--- config.mk ---
export PLATFORM = sky130hd
export DESIGN_NAME = pipe_hazard_ctrl
export DESIGN_NICKNAME = d
export VERILOG_FILES = /design/src/rtl/pipe_hazard_ctrl_pkg.sv /design/src/rtl/pipe_hazard_ctrl_hazard_cmp.sv /design/src/rtl/pipe_hazard_ctrl.sv
export SDC_FILE = /design/constraint.sdc
export NUM_CORES = 1
export LEC_CHECK = 0
export ABC_AREA = 0
export ABC_CLOCK_PERIOD_IN_PS = 5700
export BUFFER_PORTS_ARGS = -buffer_cell sky130_fd_sc_hd__buf_2
export CELL_PAD_IN_SITES_DETAIL_PLACEMENT = 1
export CELL_PAD_IN_SITES_GLOBAL_PLACEMENT = 2
export CORE_UTILIZATION = 29
export CTS_CLUSTER_SIZE = 16
export DETAILED_ROUTE_END_ITERATION = 8
export GPL_TIMING_DRIVEN = 0
export PLACE_DENSITY_LB_ADDON = 0.3
export SKIP_LAST_GASP = 1
export SYNTH_ARGS = -nofsm -noshare
export SYNTH_HDL_FRONTEND = slang
export SYNTH_SLANG_ARGS = --single-unit
--- constraint.sdc ---
create_clock -name clk -period 5.7 [get_ports clk]
set_input_delay 0.285 -clock clk [delete_from_list [all_inputs] [get_ports clk]]
set_output_delay 0.285 -clock clk [all_outputs]
set_load 0.02 [all_outputs]
--- src/rtl/pipe_hazard_ctrl_pkg.sv ---
`default_nettype none
// ============================================================================
//  Module      : pipe_hazard_ctrl_pkg
//  Description : Shared definitions for the pipeline sequencing controller:
//                register/data widths of the five-stage CPU and the
//                controller state encoding.
//  Revision    : 1.0  initial release
// ============================================================================
package pipe_hazard_ctrl_pkg;

    // Register-address and data widths of the CPU datapath.
    localparam int unsigned C_ASIZE = 5;
    localparam int unsigned C_DSIZE = 32;

    // Controller states.
    typedef enum logic [1:0] {
        RUN     = 2'd0,   // normal flow
        MWAIT   = 2'd1,   // data-memory wait
        LUSTALL = 2'd2,   // one-cycle load-use bubble
        FLUSH   = 2'd3    // redirect cleanup
    } state_t;

endpackage : pipe_hazard_ctrl_pkg
`default_nettype wire

--- src/rtl/pipe_hazard_ctrl_hazard_cmp.sv ---
`default_nettype none
// ============================================================================
//  Module      : pipe_hazard_ctrl_hazard_cmp
//  Description : Register-match comparator. Flags a RAW dependency of the
//                ID instruction on the EX producer (o_exhaz) and on the MEM
//                producer (o_memhaz). Register 0 never matches and a source
//                only matches when the ID instruction actually reads it.
//  Ports       : i_rs1/i_rs2, i_use_rs1/i_use_rs2  - ID sources
//                i_ex_waddr/i_ex_wen                - EX destination
//                i_mem_waddr/i_mem_wen              - MEM destination
//                o_exhaz/o_memhaz                   - hazard flags
//  Revision    : 1.0  initial release
// ============================================================================
module pipe_hazard_ctrl_hazard_cmp
    import pipe_hazard_ctrl_pkg::*;
#(
    parameter int ASIZE = C_ASIZE
) (
    input  logic [ASIZE-1:0] i_rs1,
    input  logic [ASIZE-1:0] i_rs2,
    input  logic             i_use_rs1,
    input  logic             i_use_rs2,
    input  logic [ASIZE-1:0] i_ex_waddr,
    input  logic             i_ex_wen,
    input  logic [ASIZE-1:0] i_mem_waddr,
    input  logic             i_mem_wen,
    output logic             o_exhaz,
    output logic             o_memhaz
);

    logic w_rs1_live;
    logic w_rs2_live;

    // A source takes part in matching only if it is read and is not x0.
    assign w_rs1_live = i_use_rs1 && (i_rs1 != '0);
    assign w_rs2_live = i_use_rs2 && (i_rs2 != '0);

    assign o_exhaz  = i_ex_wen &&
                      ((w_rs1_live && (i_rs1 == i_ex_waddr)) ||
                       (w_rs2_live && (i_rs2 == i_ex_waddr)));

    assign o_memhaz = i_mem_wen &&
                      ((w_rs1_live && (i_rs1 == i_mem_waddr)) ||
                       (w_rs2_live && (i_rs2 == i_mem_waddr)));

endmodule : pipe_hazard_ctrl_hazard_cmp
`default_nettype wire

--- src/rtl/pipe_hazard_ctrl.sv ---
`default_nettype none
// ============================================================================
//  Module      : pipe_hazard_ctrl
//  Description : Pipeline sequencing controller for the five-stage CPU.
//                Produces hold/bubble/flush controls for PC, IF/ID, ID/EX
//                and EX/MEM, freezes the pipe on data-memory wait, resolves
//                EX redirects and keeps saturating stall/flush counters.
//  Config      : FWD_PATH_EN - defined: forwarding exists, only load-use
//                stalls (one cycle via LUSTALL). Undefined: every EX/MEM
//                RAW hazard stalls until the producer reaches writeback.
//  Ports       : clk, rst (sync, active high)
//                id_*        - ID sources and use bits
//                ex_*, mem_* - producer info, redirect, memory handshake
//                pc_write, ifid_write, ifid_flush, idex_write,
//                idex_bubble, exmem_write - pipeline controls
//                stall_cnt, flush_cnt     - statistics counters
//  Revision    : 1.0  initial release
// ============================================================================
module pipe_hazard_ctrl
    import pipe_hazard_ctrl_pkg::*;
#(
    parameter int ASIZE = C_ASIZE,
    parameter int CNT_W = 16
) (
    input  logic             clk,
    input  logic             rst,
    input  logic [ASIZE-1:0] id_rs1,
    input  logic [ASIZE-1:0] id_rs2,
    input  logic             id_use_rs1,
    input  logic             id_use_rs2,
    input  logic [ASIZE-1:0] ex_waddr,
    input  logic             ex_wen,
    input  logic             ex_memRead,
    input  logic             ex_redirect,
    input  logic [ASIZE-1:0] mem_waddr,
    input  logic             mem_wen,
    input  logic             mem_req,
    input  logic             mem_ready,
    output logic             pc_write,
    output logic             ifid_write,
    output logic             ifid_flush,
    output logic             idex_write,
    output logic             idex_bubble,
    output logic             exmem_write,
    output logic [CNT_W-1:0] stall_cnt,
    output logic [CNT_W-1:0] flush_cnt
);

    state_t           r_state;
    state_t           w_state_nxt;
    logic [CNT_W-1:0] r_stall_cnt;
    logic [CNT_W-1:0] r_flush_cnt;
    logic             w_exhaz;
    logic             w_memhaz;
    logic             w_freeze;
    logic             w_stall_req;
    logic             w_flush_inc;

    pipe_hazard_ctrl_hazard_cmp #(
        .ASIZE (ASIZE)
    ) u_hazard_cmp (
        .i_rs1       (id_rs1),
        .i_rs2       (id_rs2),
        .i_use_rs1   (id_use_rs1),
        .i_use_rs2   (id_use_rs2),
        .i_ex_waddr  (ex_waddr),
        .i_ex_wen    (ex_wen),
        .i_mem_waddr (mem_waddr),
        .i_mem_wen   (mem_wen),
        .o_exhaz     (w_exhaz),
        .o_memhaz    (w_memhaz)
    );

    // Waiting memory holds the whole pipe; MWAIT is left as soon as the
    // freeze condition clears and that cycle is evaluated like RUN.
    assign w_freeze = mem_req && !mem_ready;

`ifdef FWD_PATH_EN
    // Forwarding covers ALU results; only a load feeding ID must wait.
    localparam state_t C_STALL_STATE = LUSTALL;
    assign w_stall_req = ex_memRead && w_exhaz;
`else
    // No forwarding: hold ID until the producer leaves MEM. The load-use
    // case is a subset and needs no separate state.
    localparam state_t C_STALL_STATE = RUN;
    assign w_stall_req = (ex_memRead && w_exhaz) || w_exhaz || w_memhaz;
`endif

    always_comb begin
        pc_write    = 1'b1;
        ifid_write  = 1'b1;
        ifid_flush  = 1'b0;
        idex_write  = 1'b1;
        idex_bubble = 1'b0;
        exmem_write = 1'b1;
        w_state_nxt = RUN;
        w_flush_inc = 1'b0;

        if (rst) begin
            // Reset loads a bubble into ID/EX so no stale control escapes.
            idex_bubble = 1'b1;
        end else if (w_freeze) begin
            pc_write    = 1'b0;
            ifid_write  = 1'b0;
            idex_write  = 1'b0;
            exmem_write = 1'b0;
            w_state_nxt = MWAIT;
        end else if (ex_redirect) begin
            // The wrong-path ID instruction is discarded, so any hazard it
            // carries is irrelevant: flush only, no stall.
            ifid_flush  = 1'b1;
            idex_bubble = 1'b1;
            w_flush_inc = 1'b1;
            w_state_nxt = FLUSH;
        end else if (((r_state == RUN) || (r_state == MWAIT)) && w_stall_req) begin
            pc_write    = 1'b0;
            ifid_write  = 1'b0;
            idex_bubble = 1'b1;
            w_state_nxt = C_STALL_STATE;
        end
        // LUSTALL and FLUSH are one cycle of normal flow back to RUN.
    end

    always_ff @(posedge clk) begin
        if (rst) begin
            r_state     <= RUN;
            r_stall_cnt <= '0;
            r_flush_cnt <= '0;
        end else begin
            r_state <= w_state_nxt;
            if (!pc_write && (r_stall_cnt != '1)) begin
                r_stall_cnt <= r_stall_cnt + CNT_W'(1);
            end
            if (w_flush_inc && (r_flush_cnt != '1)) begin
                r_flush_cnt <= r_flush_cnt + CNT_W'(1);
            end
        end
    end

    assign stall_cnt = r_stall_cnt;
    assign flush_cnt = r_flush_cnt;

endmodule : pipe_hazard_ctrl
`default_nettype wire

Yosys cells after proc, flatten, opt, wreduce, memory -nomap -nowiden:

Index checks and enable logic that the tools add are counted.

* output and inout bits: 38
* register bits after elaboration: 34
* bits of input ports: 30
* word-level logic and storage cells: 52

* equality and inequality tests: 7
* multiplexer cells: 15
* reduce and logical (&&, ||, !) cells: 24
* $add $sub $neg: 2

Operators by type and width (count)
* 16-bit by 1-bit adder with 16-bit output (second input constant): 2
* 16-bit inequality test (second input constant): 2
* 5-bit == test: 4
* 1-bit two-way mux: 14
* 1-bit logical AND: 13
* 5-bit nonzero test: 2
* 1-bit logical OR: 5
* 2-bit by 1-bit == test with 1-bit output (second input constant): 1
* 1-bit logical NOT: 2
* 2-bit logical NOT: 1
* 2-bit two-way mux: 1
* 2-bit OR reduction: 1

Logic depth before layout (Yosys ltp):

Gate-level depths: netlist of run 1.

* word-level depth: 15
* mapped depth: 9
* gate-level depth less buffers: 8

By module:

From an unflattened synthesis of run 1, not the netlist that was laid out.

* cells, all modules: 231
* area, all modules: 2063.2 sq um

Modules (own cells, without submodules)
* pipe_hazard_ctrl: times used 1, cells an instance 197, sequential area each 660.6 sq um, area each 1801.7 sq um
* pipe_hazard_ctrl_hazard_cmp: times used 1, cells an instance 34, sequential area each 0.0 sq um, area each 261.5 sq um

Least setup slack after synthesis of run 1:

Ideal clock, no wire load.

* kind: in2out
* start point: input port id_rs2[0]
* end point: output port pc_write
* required time: 5.415 ns
* path buffers: 1
* stages: 8
* data arrival time: 2.073 ns
* setup slack: 3.342 ns
* cell sequence: or4_1 > o21ai_0 > nor4_1 > o21ai_1 > a2111oi_4 > or2_2 > inv_1 > buf_4

* longest elaborated chain between the ends: 13
* elaborated cells between the ends (all ways): 18
* those cells by class: eq/ne: 2; mux: 4; reduce/logical: 12

RTL lines
* start, declared: line pipe_hazard_ctrl.sv:28 `input logic [ASIZE-1:0] id_rs2,`
* 5-bit nonzero test: line pipe_hazard_ctrl_hazard_cmp.sv:36 `assign w_rs2_live = i_use_rs2 && (i_rs2 != '0);`
* 1-bit logical AND: line pipe_hazard_ctrl_hazard_cmp.sv:36
* 1-bit logical AND: line pipe_hazard_ctrl_hazard_cmp.sv:40 `(w_rs2_live && (i_rs2 == i_ex_waddr)));`
* 1-bit logical OR: line pipe_hazard_ctrl_hazard_cmp.sv:39 `((w_rs1_live && (i_rs1 == i_ex_waddr)) ||`
* 1-bit logical AND: line pipe_hazard_ctrl_hazard_cmp.sv:38 `assign o_exhaz = i_ex_wen &&`
* 1-bit logical AND: line pipe_hazard_ctrl.sv:86 `assign w_stall_req = (ex_memRead && w_exhaz) || w_exhaz || w_memhaz;`
* 1-bit logical OR: line pipe_hazard_ctrl.sv:86
* 1-bit logical OR (*): line pipe_hazard_ctrl.sv:86
* 1-bit logical AND (*): line pipe_hazard_ctrl.sv:115 `end else if (((r_state == RUN) || (r_state == MWAIT)) && w_stall_req) begin`
* 1-bit two-way mux (*) (4 in a row)
* end, declared: line pipe_hazard_ctrl.sv:39 `output logic pc_write,`

Mark *: on every way between the ends. The rest lies on a longest branch, timed or not.

Final worst setup path of run 1:

* start point: input port id_rs2[0]
* end point: output port pc_write

* longest elaborated chain between the ends: 13
* elaborated cells between the ends (all ways): 18
* those cells by class: eq/ne: 2; mux: 4; reduce/logical: 12

RTL lines
* 5-bit nonzero test: line pipe_hazard_ctrl_hazard_cmp.sv:36
* 1-bit logical AND: line pipe_hazard_ctrl_hazard_cmp.sv:36
* 1-bit logical AND: line pipe_hazard_ctrl_hazard_cmp.sv:40
* 1-bit logical OR: line pipe_hazard_ctrl_hazard_cmp.sv:39
* 1-bit logical AND: line pipe_hazard_ctrl_hazard_cmp.sv:38
* 1-bit logical AND: line pipe_hazard_ctrl.sv:86
* 1-bit logical OR: line pipe_hazard_ctrl.sv:86
* 1-bit logical OR (*): line pipe_hazard_ctrl.sv:86
* 1-bit logical AND (*): line pipe_hazard_ctrl.sv:115
* 1-bit two-way mux (*): line pipe_hazard_ctrl.sv:115
* 1-bit two-way mux (*): line pipe_hazard_ctrl.sv:108 `end else if (ex_redirect) begin`
* 1-bit two-way mux (*): line pipe_hazard_ctrl.sv:102 `end else if (w_freeze) begin`
* 1-bit two-way mux (*): line pipe_hazard_ctrl.sv:99 `if (rst) begin`

Marked as above.

==> reports/qor.txt, run 1 <==
Final Critical Period: 2660 ps
Core ar.: 5990 µm²
Maximum VDD drop: 111 µV
Hold Slack: 205 ps
Max_cap viols: 0
Top-area cell type share of the netlist area: 36.2%
Terminus of the critical flop-to-flop path: stall_cnt[1]
Num Clock Sinks: 33
Post-synthesis register bit count: 33
Drt wl/cell: 14.0 µm
Cells after Synth: 220
Worst Hold Class: primary input to flip-flop
Final TNS setup: 0 ps
Synth top area cells: dfxtp_1 36%, xor2_1 12%, xnor2_1 5.3%, nor2_1 4.9%, nand3_1 3.8%
WP data arrival: 2370 ps
CP most frequent cell: buf_2
Post-CTS Setup Inserts: 0
Status: completed
Worst skew pair latency: 280 ps
WS Path Type: primary input to output port
Max-Slew Margin vs Limit: 51.7%
Reg2Reg Depth: 8
Period utilization: 46.6%
Post-Syn Nets: 252
Final hold violations: 0
Initial drt markers: 31
R2R Setup Slk: 3360 ps
# DRC: 0
Post-synth cell types: 36
Hold-fix buffers, CTS: 0
Critical Path Start Type: primary input
WL final: 5.18 mm
Worst-margin pin slew: 723 ps
Setup ws final: 3040 ps
Ant. Diodes: 0
Synth Area per Inst: 8.29 µm²
Seq/Total Area, Yosys: 36.2%
Largest net degree at the start of global routing: 11
Pre-CTS setup slack: 2940 ps
Layout cells sized above 1: 27.2%
Cts repair resizes: 0
Routed vias: 1858
Skew final: 10.4 ps
Slowest CP cell: or4_1
Die area: 6610 µm²
CTS Buf Count: 5
Die H: 81.3 µm
Vias in the first global route: 1726
Worst path bufs/invs: 4
Root Driver: clkbuf_8
Pleak: 0.977 nW
Hold Startpoint: mem_req
H-tree level count: 2
Placer Congestion: 0.744
Pre-antenna DRT Iters: 4
Fill cells: 762
Critical Path End Type: output port
Unrepaired setup endpoints after global routing: no
Fmax: 376 MHz
IO Pins: 68
Data required, critical path: 5410 ps
CTS tree: yes
Clock buffer depth: 2
R2R Path Start: stall_cnt[6]
Global-route wire length before repair: 8.14 mm
Worst path top cell family by delay: simple AND/OR/NAND/NOR gates
FP Rows: 28
PwrDens: 221 nW/µm²
Port-buffer cells: 66
Starting Density: 30.4%
Final ANT Viol Nets: 0
Crit-path cells: buf_2, or4_1, o21ai_0, nor4_1, o21ai_1, a2111oi_4, or2_2, inv_1, buf_4, buf_2
Via density: 5.04
Die width: 81.3 µm
Area growth syn-to-layout: 29.7%
Yosys top cell by area: dfxtp_1
Slew Viols, Final: 0
Synthesized area: 1820 µm²
Slowest stage delay, CP: 500 ps
Post-Place Cells: 361
Non-Filler Instances: 369
Global Route Usage Sum: 16.0%
Hold endpoint: r_state[1]
Worst-path clk slew: 60 ps
Initial antenna violation count: 0
DP Wirelength: 4.02 mm
Endpoints failing setup: 0
Remaining Overflow, GRT: 0
WHS Path Cells: 2
Fin nets: 325
Synth warn: 0
Critical path peak fanout: 5
[cells by family after synthesis]
family	count (synthesis)	synth area share, %
AOI/OAI and AO/OA	40	14.9
xor gates and xnor gates	35	16.8
adders and majority gates	2	1.37
buffers and inverters	14	3.36
DFF	33	36.2
muxes	2	1.10
and+or+nand+nor	94	26.2
[metrics by stage]
| step | area (µm²) | util [%] | power, mW |
|---|---|---|---|
| finish | 2360 | 39.5 | 0.521 |
| detailed placement | 2250 | 37.5 | 0.296 |
| global route | 2360 | 39.5 | 0.545 |
| floorplan | 1820 | - | 0.270 |
| global placement | 2250 | 37.5 | 0.295 |
| CTS | 2360 | 39.5 | 0.529 |
[metal layers]
layer	part of all wire [%]	up-vias	wire length [µm]	track usage (%)
met1	48	875	2510	21.2
met2	44	46	2300	25.4
met4	1.1	0	57	5.36
met5	0	-	0	0
li1	-	931	-	-
met3	6.1	6	315	3.48
[how the worst max path moves through the flow]
stage	from	endpoint	slack [ps]	depth (start not counted)
final	id_rs2[0]	pc_write	3040	10
after global routing	id_rs2[0]	pc_write	2890	10
after CTS	id_rs2[0]	pc_write	3030	10
after detailed placement	id_rs2[0]	stall_cnt[1]	2940	10
after global placement	id_rs1[0]	stall_cnt[1]	2970	10
after floorplan	id_rs2[0]	pc_write	3340	8
[cell type report]
class / count / area, µm² / area share, %
plain buffers: 7 / 35.0 / 1.48
multi-input cells: 173 / 1100 / 46.6
inverters: 7 / 26.3 / 1.11
flip-flops and latches: 33 / 661 / 28.0
clock inverters: 1 / 30.0 / 1.27
clock buffers: 7 / 86.3 / 3.65
repair buffers: 66 / 330 / 14.0
well taps: 75 / 93.8 / 3.97
[registers in the layout, summed over array words and instances (netlist names)]
register	flops
flush_cnt	16
stall_cnt	16
r_state	1
[cell usage in the layout (no fill, tap or decap), types with 6 or more instances in the layout]
cell / count
a21oi_1: 11
buf_2: 67
clkbuf_8: 6
dfxtp_1: 33
inv_1: 6
nand2_1: 15
nand3_1: 14
nand4_1: 10
nor2_1: 24
o21ai_0: 9
o31ai_1: 6
or3_1: 6
xnor2_1: 11
xor2_1: 24
[cell usage after synthesis, drive strengths merged]
master and n:
a2111oi 1, a21boi 1, a21oi 11, and2 1
and3 5, and4 1, and4b 1, buf 3
clkbuf 4, clkinv 1, dfxtp 33, ha 2
inv 6, mux2i 2, nand2 15, nand3 14
nand4 10, nor2 24, nor2b 1, nor3 5
nor4 5, o211a 1, o211ai 5, o21a 1
o21ai 12, o22a 1, o31a 1, o31ai 6
or2 2, or3 6, or4 4, xnor2 11
xor2 24
[power by group]
group          internal (mW)  switching, mW  total (mW)  leakage (nW)
logic                 0.0233         0.0322      0.0555         0.652
clock network          0.143         0.0889       0.232        0.0585
registers              0.232        0.00224       0.234         0.266
Power figures use the tool's default switching activity.
==> inputs of run 2 (changes only) <==
Settings changed: ABC_CLOCK_PERIOD_IN_PS 5700 to 2550, CORE_UTILIZATION 29 to 27.
Clock period 5.7 ns to 2.55 ns, I/O delays scaled along.
==> run 2 against run 1 <==
Against the previous run: the flow now finishes with violations (design-rule violations); critical path depth is 2 lower; sequential share of layout area is 0.27 points higher; count of clock-buffer cells in the layout stayed put; global-route usage is 0.85 points lower; via count is 2.5% lower; critical endpoint is now stall_cnt[1]; largest power group unchanged.
==> reports/qor.txt, run 2 (synthesis results as in run 1) <==
Initial drt markers: 55 (was 31)
IO Pins: 68 (unchanged)
FP Rows: 29 (was 28)
Period utilization: 91.6%
H-tree level count: 2 (unchanged)
Setup ws final: 214 ps (was 3040 ps)
Placer Congestion: 0.740 (was 0.744)
Non-Filler Instances: 370 (was 369)
Drt wl/cell: 13.8 µm (was 14.0 µm)
Worst-path clk slew: 70 ps (was 60 ps)
Pleak: 0.964 nW (was 0.977 nW)
Worst skew pair latency: 290 ps (was 280 ps)
Post-CTS Setup Inserts: 0 (unchanged)
Final hold violations: 0 (unchanged)
Hold Slack: 59.6 ps (was 205 ps)
Most frequent cells in the layout: 66 x buf_2, 33 x dfxtp_1, 24 x xor2_1 (was 67 x buf_2, 33 x dfxtp_1, 24 x xor2_1, 24 x nor2_1, 15 x nand2_1)
# DRC: 10 (was 0)
Critical path peak fanout: 10 (was 5)
R2R Path Start: stall_cnt[6] (unchanged)
Pre-antenna DRT Iters: 6 (was 4)
Initial antenna violation count: 0 (unchanged)
Ant. Diodes: 0 (unchanged)
Num Clock Sinks: 33 (unchanged)
Port-buffer cells: 66 (unchanged)
Hold Startpoint: mem_req (unchanged)
Global-route wire length before repair: 8.56 mm (was 8.14 mm)
WHS Path Cells: 2 (unchanged)
R2R Setup Slk: 210 ps (was 3360 ps)
Endpoints failing setup: 0 (unchanged)
Worst Hold Class: primary input to flip-flop (unchanged)
Starting Density: 28.4% (was 30.4%)
Critical Path End Type: flip-flop (was output port)
Critical Path Start Type: flip-flop (was primary input)
Area growth syn-to-layout: 28.4% (was 29.7%)
Via density: 4.89 (was 5.04)
WS Path Type: flip-flop to flip-flop (was primary input to output port)
Fmax: 428 MHz
Data required, critical path: 2710 ps (was 5410 ps)
Terminus of the critical flop-to-flop path: stall_cnt[1] (unchanged)
Post-Place Cells: 363 (was 361)
Vias in the first global route: 1784 (was 1726)
Die width: 84.2 µm (was 81.3 µm)
Unrepaired setup endpoints after global routing: no (unchanged)
Hold endpoint: r_state[1] (unchanged)
Layout cells sized above 1: 27.3% (was 27.2%)
Commonest non-fill, non-tap cell in the layout: buf_2 (unchanged)
Worst path bufs/invs: 1 (was 4)
Remaining Overflow, GRT: 0 (unchanged)
Overall power: 1.05 mW (was 0.521 mW)
Failing checks: design-rule violations
Die area: 7080 µm² (was 6610 µm²)
Hold-fix buffers, CTS: 0 (unchanged)
Reg2Reg Depth: 8 (unchanged)
WP data arrival: 2500 ps (was 2370 ps)
Max-Slew Margin vs Limit: 51.7% (about the same)
Fin nets: 325 (unchanged)
Cts repair resizes: 0 (unchanged)
Global Route Usage Sum: 15.2% (was 16.0%)
CTS Buf Count: 5 (unchanged)
Crit-path cells: and4_1, and3_1, nand3_1, or3_1, o21ai_2, clkbuf_4, mux2i_1, nor2_1 (was buf_2, or4_1, o21ai_0, nor4_1, o21ai_1, a2111oi_4, or2_2, inv_1, buf_4, buf_2)
Worst-margin pin slew: 723 ps (about the same)
Status: finished, violations left (was completed)
Die H: 84.2 µm (was 81.3 µm)
Clock buffer depth: 2 (unchanged)
CTS tree: yes (unchanged)
Max_cap viols: 0 (unchanged)
Core ar.: 6420 µm² (was 5990 µm²)
Largest net degree at the start of global routing: 11 (unchanged)
PwrDens: 450 nW/µm² (was 221 nW/µm²)
Post-layout util: 36.5% (was 39.5%)
Pre-CTS setup slack: -87.1 ps (was 2940 ps)
Root Driver: clkbuf_8 (unchanged)
Routed vias: 1811 (was 1858)
Final Critical Period: 2340 ps
Slew Viols, Final: 0 (unchanged)
Skew final: 10.4 ps (about the same)
DP Wirelength: 4.02 mm (about the same)
Worst path top cell family by delay: simple AND/OR/NAND/NOR gates (unchanged)
Final ANT Viol Nets: 0 (unchanged)
Slowest stage delay, CP: 460 ps (was 500 ps)
Maximum VDD drop: 179 µV (was 111 µV)
Slowest CP cell: dfxtp_1 (was or4_1)
WL final: 5.11 mm (was 5.18 mm)
==> run 2: where the power goes <==
group / leakage, nW / internal, mW / switching [mW] / total [mW]
Sequential: 0.266 / 0.519 / 0.00500 / 0.524
Clock: 0.0443 / 0.214 / 0.190 / 0.404
Combinational: 0.654 / 0.0524 / 0.0713 / 0.124
==> run 2: cell type report <==
| cell class | count | area (µm²) |
|---|---|---|
| well taps | 77 | 96.3 |
| fillers | 802 | 4080 |
| multi-input cells | 173 | 1100 |
| plain buffers | 7 | 37.5 |
| repair buffers | 66 | 330 |
| clock buffers | 7 | 86.3 |
| inverters | 7 | 26.3 |
| flip-flops and latches | 33 | 661 |
==> run 2: worst max path at each step <==
stage	from	to	cells after the start
3_3_place_gp	id_rs2[0]	stall_cnt[1]	10
3_5_place_dp	id_rs2[0]	stall_cnt[1]	10
4_1_cts	stall_cnt[6]	stall_cnt[1]	8
2_1_floorplan	stall_cnt[6]	stall_cnt[1]	8
6_report	stall_cnt[6]	stall_cnt[1]	8
5_1_grt	stall_cnt[6]	stall_cnt[1]	8
==> run 2: through the flow <==
| stage | cell area, µm² | setup TNS [ps] |
|---|---|---|
| 2_1_floorplan | 1820 | 0 |
| 3_3_place_gp | 2250 | -37.2 |
| 6_report | 2340 | 0 |
| 3_5_place_dp | 2250 | -155 |
| 5_1_grt | 2340 | 0 |
| 4_1_cts | 2340 | 0 |
==> run 2: worst register-to-register path: stages, from the launching register on <==
cell,delay [ps]
dfxtp_1,460
and4_1,240
and3_1,240
nand3_1,140
or3_1,430
o21ai_2,150
clkbuf_4,290
mux2i_1,210
nor2_1,50
==> run 2: per-layer routing <==
metal	share of wire [%]	track usage, %
met2	45	23.5
met3	4.8	2.95
met1	49	20.8
met4	1.3	5.64
met5	0	0
